## config.mk

```make
export PLATFORM = sky130hd
export DESIGN_NAME = acu_issue
export DESIGN_NICKNAME = d
export VERILOG_FILES = /design/src/rtl/acu_issue_pkg.sv /design/src/rtl/acu_issue_lane.sv /design/src/rtl/acu_issue.sv
export SDC_FILE = /design/constraint.sdc
export NUM_CORES = 2
export LEC_CHECK = 0
export ABC_AREA = 0
export CAP_MARGIN = 20
export CORE_AREA = 2 2 462 464
export CTS_CLUSTER_SIZE = 28
export DETAILED_ROUTE_END_ITERATION = 8
export DIE_AREA = 0 0 464 466
export HOLD_SLACK_MARGIN = 0.06
export PLACE_DENSITY = 0.49
export SYNTH_ARGS = -nofsm -noshare
export SYNTH_HDL_FRONTEND = slang
export SYNTH_SLANG_ARGS = --single-unit
```

## constraint.sdc

```tcl
create_clock -name clk -period 15.3 [get_ports clk]
set_input_delay 3.06 -clock clk [delete_from_list [all_inputs] [get_ports clk]]
set_output_delay 3.06 -clock clk [all_outputs]
set_load 0.05 [all_outputs]
```

## src/rtl/acu_issue_pkg.sv

```systemverilog
// Shared RV32I execution types for the arithmetic/compare issue unit.
//   rs_t      : reservation-station entry (ROB tag, opcode, two operands)
//   sal_t     : result presented to the CDB (ROB tag plus 32-bit value)
//   alu_ops   : ALU opcode encoding carried in rs_t.op
//   cmp_ops   : compare opcode encoding carried in rs_t.op
//   ACU_SEL_* : per-entry execute select (ALU or compare)
package rv32i_types;

   localparam int TAG_W = 5;

   typedef enum logic [2:0] {
      alu_add = 3'b000,
      alu_sll = 3'b001,
      alu_sra = 3'b010,
      alu_sub = 3'b011,
      alu_xor = 3'b100,
      alu_srl = 3'b101,
      alu_or  = 3'b110,
      alu_and = 3'b111
   } alu_ops;

   typedef enum logic [2:0] {
      cmp_beq  = 3'b000,
      cmp_bne  = 3'b001,
      cmp_blt  = 3'b100,
      cmp_bge  = 3'b101,
      cmp_bltu = 3'b110,
      cmp_bgeu = 3'b111
   } cmp_ops;

   localparam logic ACU_SEL_ALU = 1'b0;
   localparam logic ACU_SEL_CMP = 1'b1;

   typedef struct packed {
      logic [TAG_W-1:0] tag;
      logic [2:0]       op;
      logic [31:0]      rs1_v;
      logic [31:0]      rs2_v;
   } rs_t;

   typedef struct packed {
      logic [TAG_W-1:0] tag;
      logic [31:0]      value;
   } sal_t;

endpackage

```

## src/rtl/acu_issue_lane.sv

```systemverilog
// Single-entry combinational execute for one issue lane.
//   entry     : selected reservation-station entry
//   operation : ACU_SEL_ALU or ACU_SEL_CMP
//   result    : tag copied from the entry plus the computed value
module acu_lane
   import rv32i_types::*;
(
   input  rs_t  entry,
   input  logic operation,
   output sal_t result
);

   logic [31:0] a;
   logic [31:0] b;
   logic [31:0] alu_val;
   logic        cmp_bit;

   assign a = entry.rs1_v;
   assign b = entry.rs2_v;

   always_comb begin
      alu_val = '0;
      case (alu_ops'(entry.op))
         alu_add: alu_val = a + b;
         alu_sll: alu_val = a << b[4:0];
         alu_sra: alu_val = unsigned'($signed(a) >>> b[4:0]);
         alu_sub: alu_val = a - b;
         alu_xor: alu_val = a ^ b;
         alu_srl: alu_val = a >> b[4:0];
         alu_or:  alu_val = a | b;
         alu_and: alu_val = a & b;
         default: alu_val = '0;
      endcase
   end

   // Unused compare encodings (3'b010, 3'b011) evaluate false.
   always_comb begin
      cmp_bit = 1'b0;
      case (entry.op)
         cmp_beq:  cmp_bit = (a == b);
         cmp_bne:  cmp_bit = (a != b);
         cmp_blt:  cmp_bit = ($signed(a) <  $signed(b));
         cmp_bge:  cmp_bit = ($signed(a) >= $signed(b));
         cmp_bltu: cmp_bit = (a <  b);
         cmp_bgeu: cmp_bit = (a >= b);
         default:  cmp_bit = 1'b0;
      endcase
   end

   always_comb begin
      result.tag   = entry.tag;
      result.value = (operation == ACU_SEL_CMP) ? {31'd0, cmp_bit} : alu_val;
   end

endmodule

```

## src/rtl/acu_issue.sv

```systemverilog
// Multi-lane ALU/compare issue unit between the arithmetic RS and the CDB.
// Scans `size` RS entries from a round-robin pointer, picks up to `lanes`
// ready entries, executes them in acu_lane instances and registers the
// results with per-lane valid bits. Output registers hold under CDB
// backpressure; flush drops the valids.
//   clk, rst        : clock, synchronous active-high reset
//   flush           : drop registered results, suppress issue
//   data            : RS entries
//   ready           : per-entry ready mask
//   acu_operation   : per-entry select (0 ALU, 1 compare)
//   cdb_stall       : CDB cannot accept this cycle
//   issued          : combinational mask of entries consumed this cycle
//   out, out_valid  : registered lane results and valids
module acu_issue
   import rv32i_types::*;
#(
   parameter int size  = 15,
   parameter int lanes = 2
) (
   input  logic              clk,
   input  logic              rst,
   input  logic              flush,
   input  rs_t               data          [size],
   input  logic [size-1:0]   ready,
   input  logic              acu_operation [size],
   input  logic              cdb_stall,
   output logic [size-1:0]   issued,
   output sal_t              out           [lanes],
   output logic [lanes-1:0]  out_valid
);

   localparam int PTR_W = (size > 1) ? $clog2(size) : 1;
   localparam int CNT_W = $clog2(size + 1);

   logic [PTR_W-1:0] rr_ptr_q, rr_ptr_d;
   sal_t             out_q [lanes];
   sal_t             out_d [lanes];
   logic [lanes-1:0] out_valid_q, out_valid_d;

   logic             stall_hold;
   logic             issue_en;

   // A stall only matters when there is something to hold; an empty
   // output stage keeps filling.
   assign stall_hold = cdb_stall && (|out_valid_q);
   assign issue_en   = !flush && !stall_hold;

   // Scan order: offset j maps to entry (rr_ptr + j) mod size.
   // hit_cnt[j] counts ready entries at offsets below j, so the entry at
   // offset j goes to lane hit_cnt[j].
   logic [PTR_W-1:0] scan_idx [size];
   logic [size-1:0]  scan_hit;
   logic [CNT_W-1:0] hit_cnt  [size+1];

   assign hit_cnt[0] = '0;

   for (genvar j = 0; j < size; j++) begin : g_scan
      logic [PTR_W:0] sum;
      assign sum         = {1'b0, rr_ptr_q} + (PTR_W+1)'(j);
      assign scan_idx[j] = (sum >= (PTR_W+1)'(size)) ?
                           PTR_W'(sum - (PTR_W+1)'(size)) : sum[PTR_W-1:0];
      assign scan_hit[j]  = ready[scan_idx[j]];
      assign hit_cnt[j+1] = hit_cnt[j] + CNT_W'(scan_hit[j]);
   end

   logic [PTR_W-1:0] sel_idx  [lanes];
   logic [lanes-1:0] lane_hit;
   sal_t             lane_res [lanes];

   for (genvar k = 0; k < lanes; k++) begin : g_lane
      logic             hit_l;
      logic [PTR_W-1:0] idx_l;

      always_comb begin
         hit_l = 1'b0;
         idx_l = '0;
         for (int j = 0; j < size; j++) begin
            if (scan_hit[j] && (hit_cnt[j] == CNT_W'(k))) begin
               hit_l = 1'b1;
               idx_l = scan_idx[j];
            end
         end
      end

      assign lane_hit[k] = hit_l;
      assign sel_idx[k]  = idx_l;

      acu_lane u_lane (
         .entry     (data[idx_l]),
         .operation (acu_operation[idx_l]),
         .result    (lane_res[k])
      );
   end

   // Highest-numbered busy lane holds the last entry in scan order.
   logic [PTR_W-1:0] last_idx;
   logic [PTR_W-1:0] next_ptr;

   always_comb begin
      last_idx = rr_ptr_q;
      for (int k = 0; k < lanes; k++) begin
         if (lane_hit[k]) last_idx = sel_idx[k];
      end
      next_ptr = (last_idx == PTR_W'(size - 1)) ? '0 : last_idx + 1'b1;
   end

   always_comb begin
      issued = '0;
      if (!rst && issue_en) begin
         for (int k = 0; k < lanes; k++) begin
            if (lane_hit[k]) issued[sel_idx[k]] = 1'b1;
         end
      end
   end

   always_comb begin
      rr_ptr_d    = rr_ptr_q;
      out_valid_d = out_valid_q;
      out_d       = out_q;
      if (flush) begin
         out_valid_d = '0;
      end else if (!stall_hold) begin
         for (int k = 0; k < lanes; k++) begin
            out_valid_d[k] = lane_hit[k];
            out_d[k]       = lane_hit[k] ? lane_res[k] : '0;
         end
         if (|lane_hit) rr_ptr_d = next_ptr;
      end
   end

   always_ff @(posedge clk) begin
      if (rst) begin
         rr_ptr_q    <= '0;
         out_valid_q <= '0;
         for (int k = 0; k < lanes; k++) out_q[k] <= '0;
      end else begin
         rr_ptr_q    <= rr_ptr_d;
         out_valid_q <= out_valid_d;
         for (int k = 0; k < lanes; k++) out_q[k] <= out_d[k];
      end
   end

   assign out       = out_q;
   assign out_valid = out_valid_q;

endmodule

```

==> out/metrics.yaml <==
tritoncts: "done"
synth_top_area_cell: "nand2_1"
cp_top_family: "compound AO/OA/AOI/OAI gates"
cap_violations: 0
final_util_pct: 38.0
vias: 81400
start_kind: "input pin"
drt-total-wl_um: 518000
grt_start_max_net_pins: 79
top_layer_used: "met5"
wire_per_inst_um: 38.8
min_period_ns: 15.03
synth_async_sr_flop_share_pct: 0
core-area_um2: 211000
antenna_found_initial: 103
chipWidth_um: 464
critical_path_depth: 51
seq_area_frac_synth_pct: 3.22
met2_length_um: 217000
die_h_um: 466
min_from: "out[33]$_SDFFE_PP0P_"
synth_flop_cell: "dfxtp_1"
synth_warnings: 0
min_to: "out[33]$_SDFFE_PP0P_"
critPathMaxFanout: 15
setup-violations-final: 0
netlist_top_cells_area: "nand2_1 (14%), mux2i_1 (10%), a21oi_1 (6.6%), ha_1 (5.9%), nand3_1 (5.8%)"
grt_pass1_vias: 75900
synth_nets: 9439
hpwl_um: 436000
cts_hold_buf: 0
cp_data_arrival_time_ns: 15.36
end_kind: "flip-flop"
path_buf_inv: 7
cts_buffer_depth: 2
cts.sinks: 80
cpPeakStageDelay_ns: 1.00
routed_via_density: 6.11
tightest_slew_ns: 1.37
instances_no_fill: 13300
finalHoldViolCount: 0
syn2layout_area_growth_pct: 61.4
dp.cells: 13200
placed_cell_area_um2: 77600
drt_iter0_markers: 11100
portBuffers: 1204
dr_wl_met3_um: 53100
initial_core_util_pct: 23.5
gp_congestion: 1.10
clkTransAtPathRegs_ns: 0.10
crit_required_ns: 15.63
ff2ff_path_depth: 58
synth_cells: 8086
clock.fmax_ghz: 0.0665
min_path_cells: 2
post-place-ws_ns: -2.19
cts-root-buf: "clkbuf_16"
overflow: 0
crit_type: "input pin to flip-flop"
post-route-period-util_pct: 98.2
r2r_end: "out[0]$_SDFFE_PP0P_"
layout_common_cells: "nand2_1 (1,873), buf_4 (1,676), clkdlybuf4s50_1 (1,175)"
htree_levels: 3
first_pass_iters: 9
clk_latency_ns: 0.49
ant_nets: 0
dieArea_um2: 216000
drive_gt1_share_pct: 22.8
finalMaxSlewViolations: 0
avgSynthCellArea_um2: 6.15
final_common_cell: "nand2_1"
ios: 1205
m1WireLength_um: 203000
hold_path.class: "flip-flop to flip-flop"
rows: 169
r2r_start: "rr_ptr_q[1]$_SDFFE_PP0P_"
grt_setup_unrepaired: "true"
cts_buffers: 9
finalNetCount: 11800
netlist_area_um2: 49700
r2r_slack_ns: 1.07
slowest_stage: "a211oi_2"
grt.total_usage_pct: 45.2
finClkSkew_ns: 0.0378
netlist.area_leader.share_pct: 14.2
outcome: "completed"
grt_pass1_wl_um: 680000
slew_headroom_pct: 8.21
synth_edf_count: 0
finalWorstSetupSlack_ns: 0.271
drcViolationCount: 0
crit_top_cell: "ha_4"
synth_seq_cells: 80
ys_types: 130
finalInstanceArea_um2: 80300
==> worst reg2reg max path: cells and delay by family, from the launching register on <==
family / cells / cell delay, ns
flip-flops: 1 / 0.35
multiplexers: 2 / 0.46
AO/OA/AOI/OAI: 20 / 4.41
adder cells (fa/ha/maj): 12 / 3.26
buffers and inverters: 8 / 1.52
XOR/XNOR: 4 / 1.72
AND/OR/NAND/NOR: 12 / 2.37
==> stage by stage <==
stage,setup TNS [ns],hold slack (ns)
2_1_floorplan,0,0.657
3_3_place_gp,-69.49,0.439
3_5_place_dp,-57.99,0.445
4_1_cts,-0.0169,0.467
5_1_grt,-0.0838,0.487
6_report,0,0.469
==> synthesized netlist by cell type, types with 60 or more instances <==
cell,count
a22oi_1,141
nor3_1,138
o21ai_0,387
nor2_1,488
o211ai_1,99
a311oi_1,61
mux2_2,84
xnor2_1,112
mux2i_1,518
o22ai_1,103
dfxtp_1,80
a31oi_1,84
a21oi_1,657
buf_2,186
ha_1,234
nand3_1,575
and3_1,109
nand2_1,1880
clkbuf_1,374
a211oi_1,190
buf_1,60
inv_1,240
==> registers in the layout, indices dropped and copies added (netlist names) <==
register   flops
out           74
rr_ptr_q       4
out_valid      2
==> worst max-delay path by stage <==
stage                            to       from  slack, ns
5_1_grt         out[0]$_SDFFE_PP0P_  ready[13]      -0.04
4_1_cts        out[67]$_SDFFE_PP0P_   ready[9]      -0.01
3_3_place_gp   out[29]$_SDFFE_PP0P_   ready[1]      -2.37
3_5_place_dp   out[29]$_SDFFE_PP0P_   ready[1]      -2.19
6_report        out[0]$_SDFFE_PP0P_  ready[13]       0.27
2_1_floorplan   out[0]$_SDFFE_PP0P_  ready[13]       0.01
==> area by class of cell <==
| cell class | count | area [um^2] |
|---|---|---|
| tap | 2821 | 3530 |
| fill | 22400 | 131000 |
| inverter | 252 | 948 |
| clock buffer | 9 | 225 |
| clock inverter | 7 | 109 |
| antenna | 62 | 155 |
| sequential | 80 | 1610 |
| timing repair buffer | 3063 | 28300 |
| multi-input combinational | 7047 | 45400 |
==> layer usage <==
layer	GRT usage, %	up-vias
met5	0	-
met4	32.6	52
met1	55.7	39800
met3	12.1	1233
li1	-	34400
met2	67.7	5904
==> repair_timing <==
item	in CTS	in global routing
cloned	5	4
buffers inserted	47	23
setup endpoints to repair	53	44
pin swaps	76	76
gates resized for setup	168	122
hold endpoints to repair	0	0
==> cell families (layout without fill, tap and decap cells) <==
logic type / count (synthesis) / count (layout) / share of synthesized area (%)
adders and majority gates: 239 / 239 / 6.09
DFF: 80 / 80 / 3.22
buffers and inverters: 959 / 3331 / 8.67
and+or+nand+nor: 3562 / 3562 / 31.9
AOI/OAI and AO/OA: 2467 / 2467 / 33.8
xor gates and xnor gates: 145 / 145 / 2.92
other: 0 / 62 / 0
muxes: 634 / 634 / 13.4
Power is left out: the tool's default activity adds up to more than one toggle a clock period on the data nets, which glitch-free logic cannot reach.
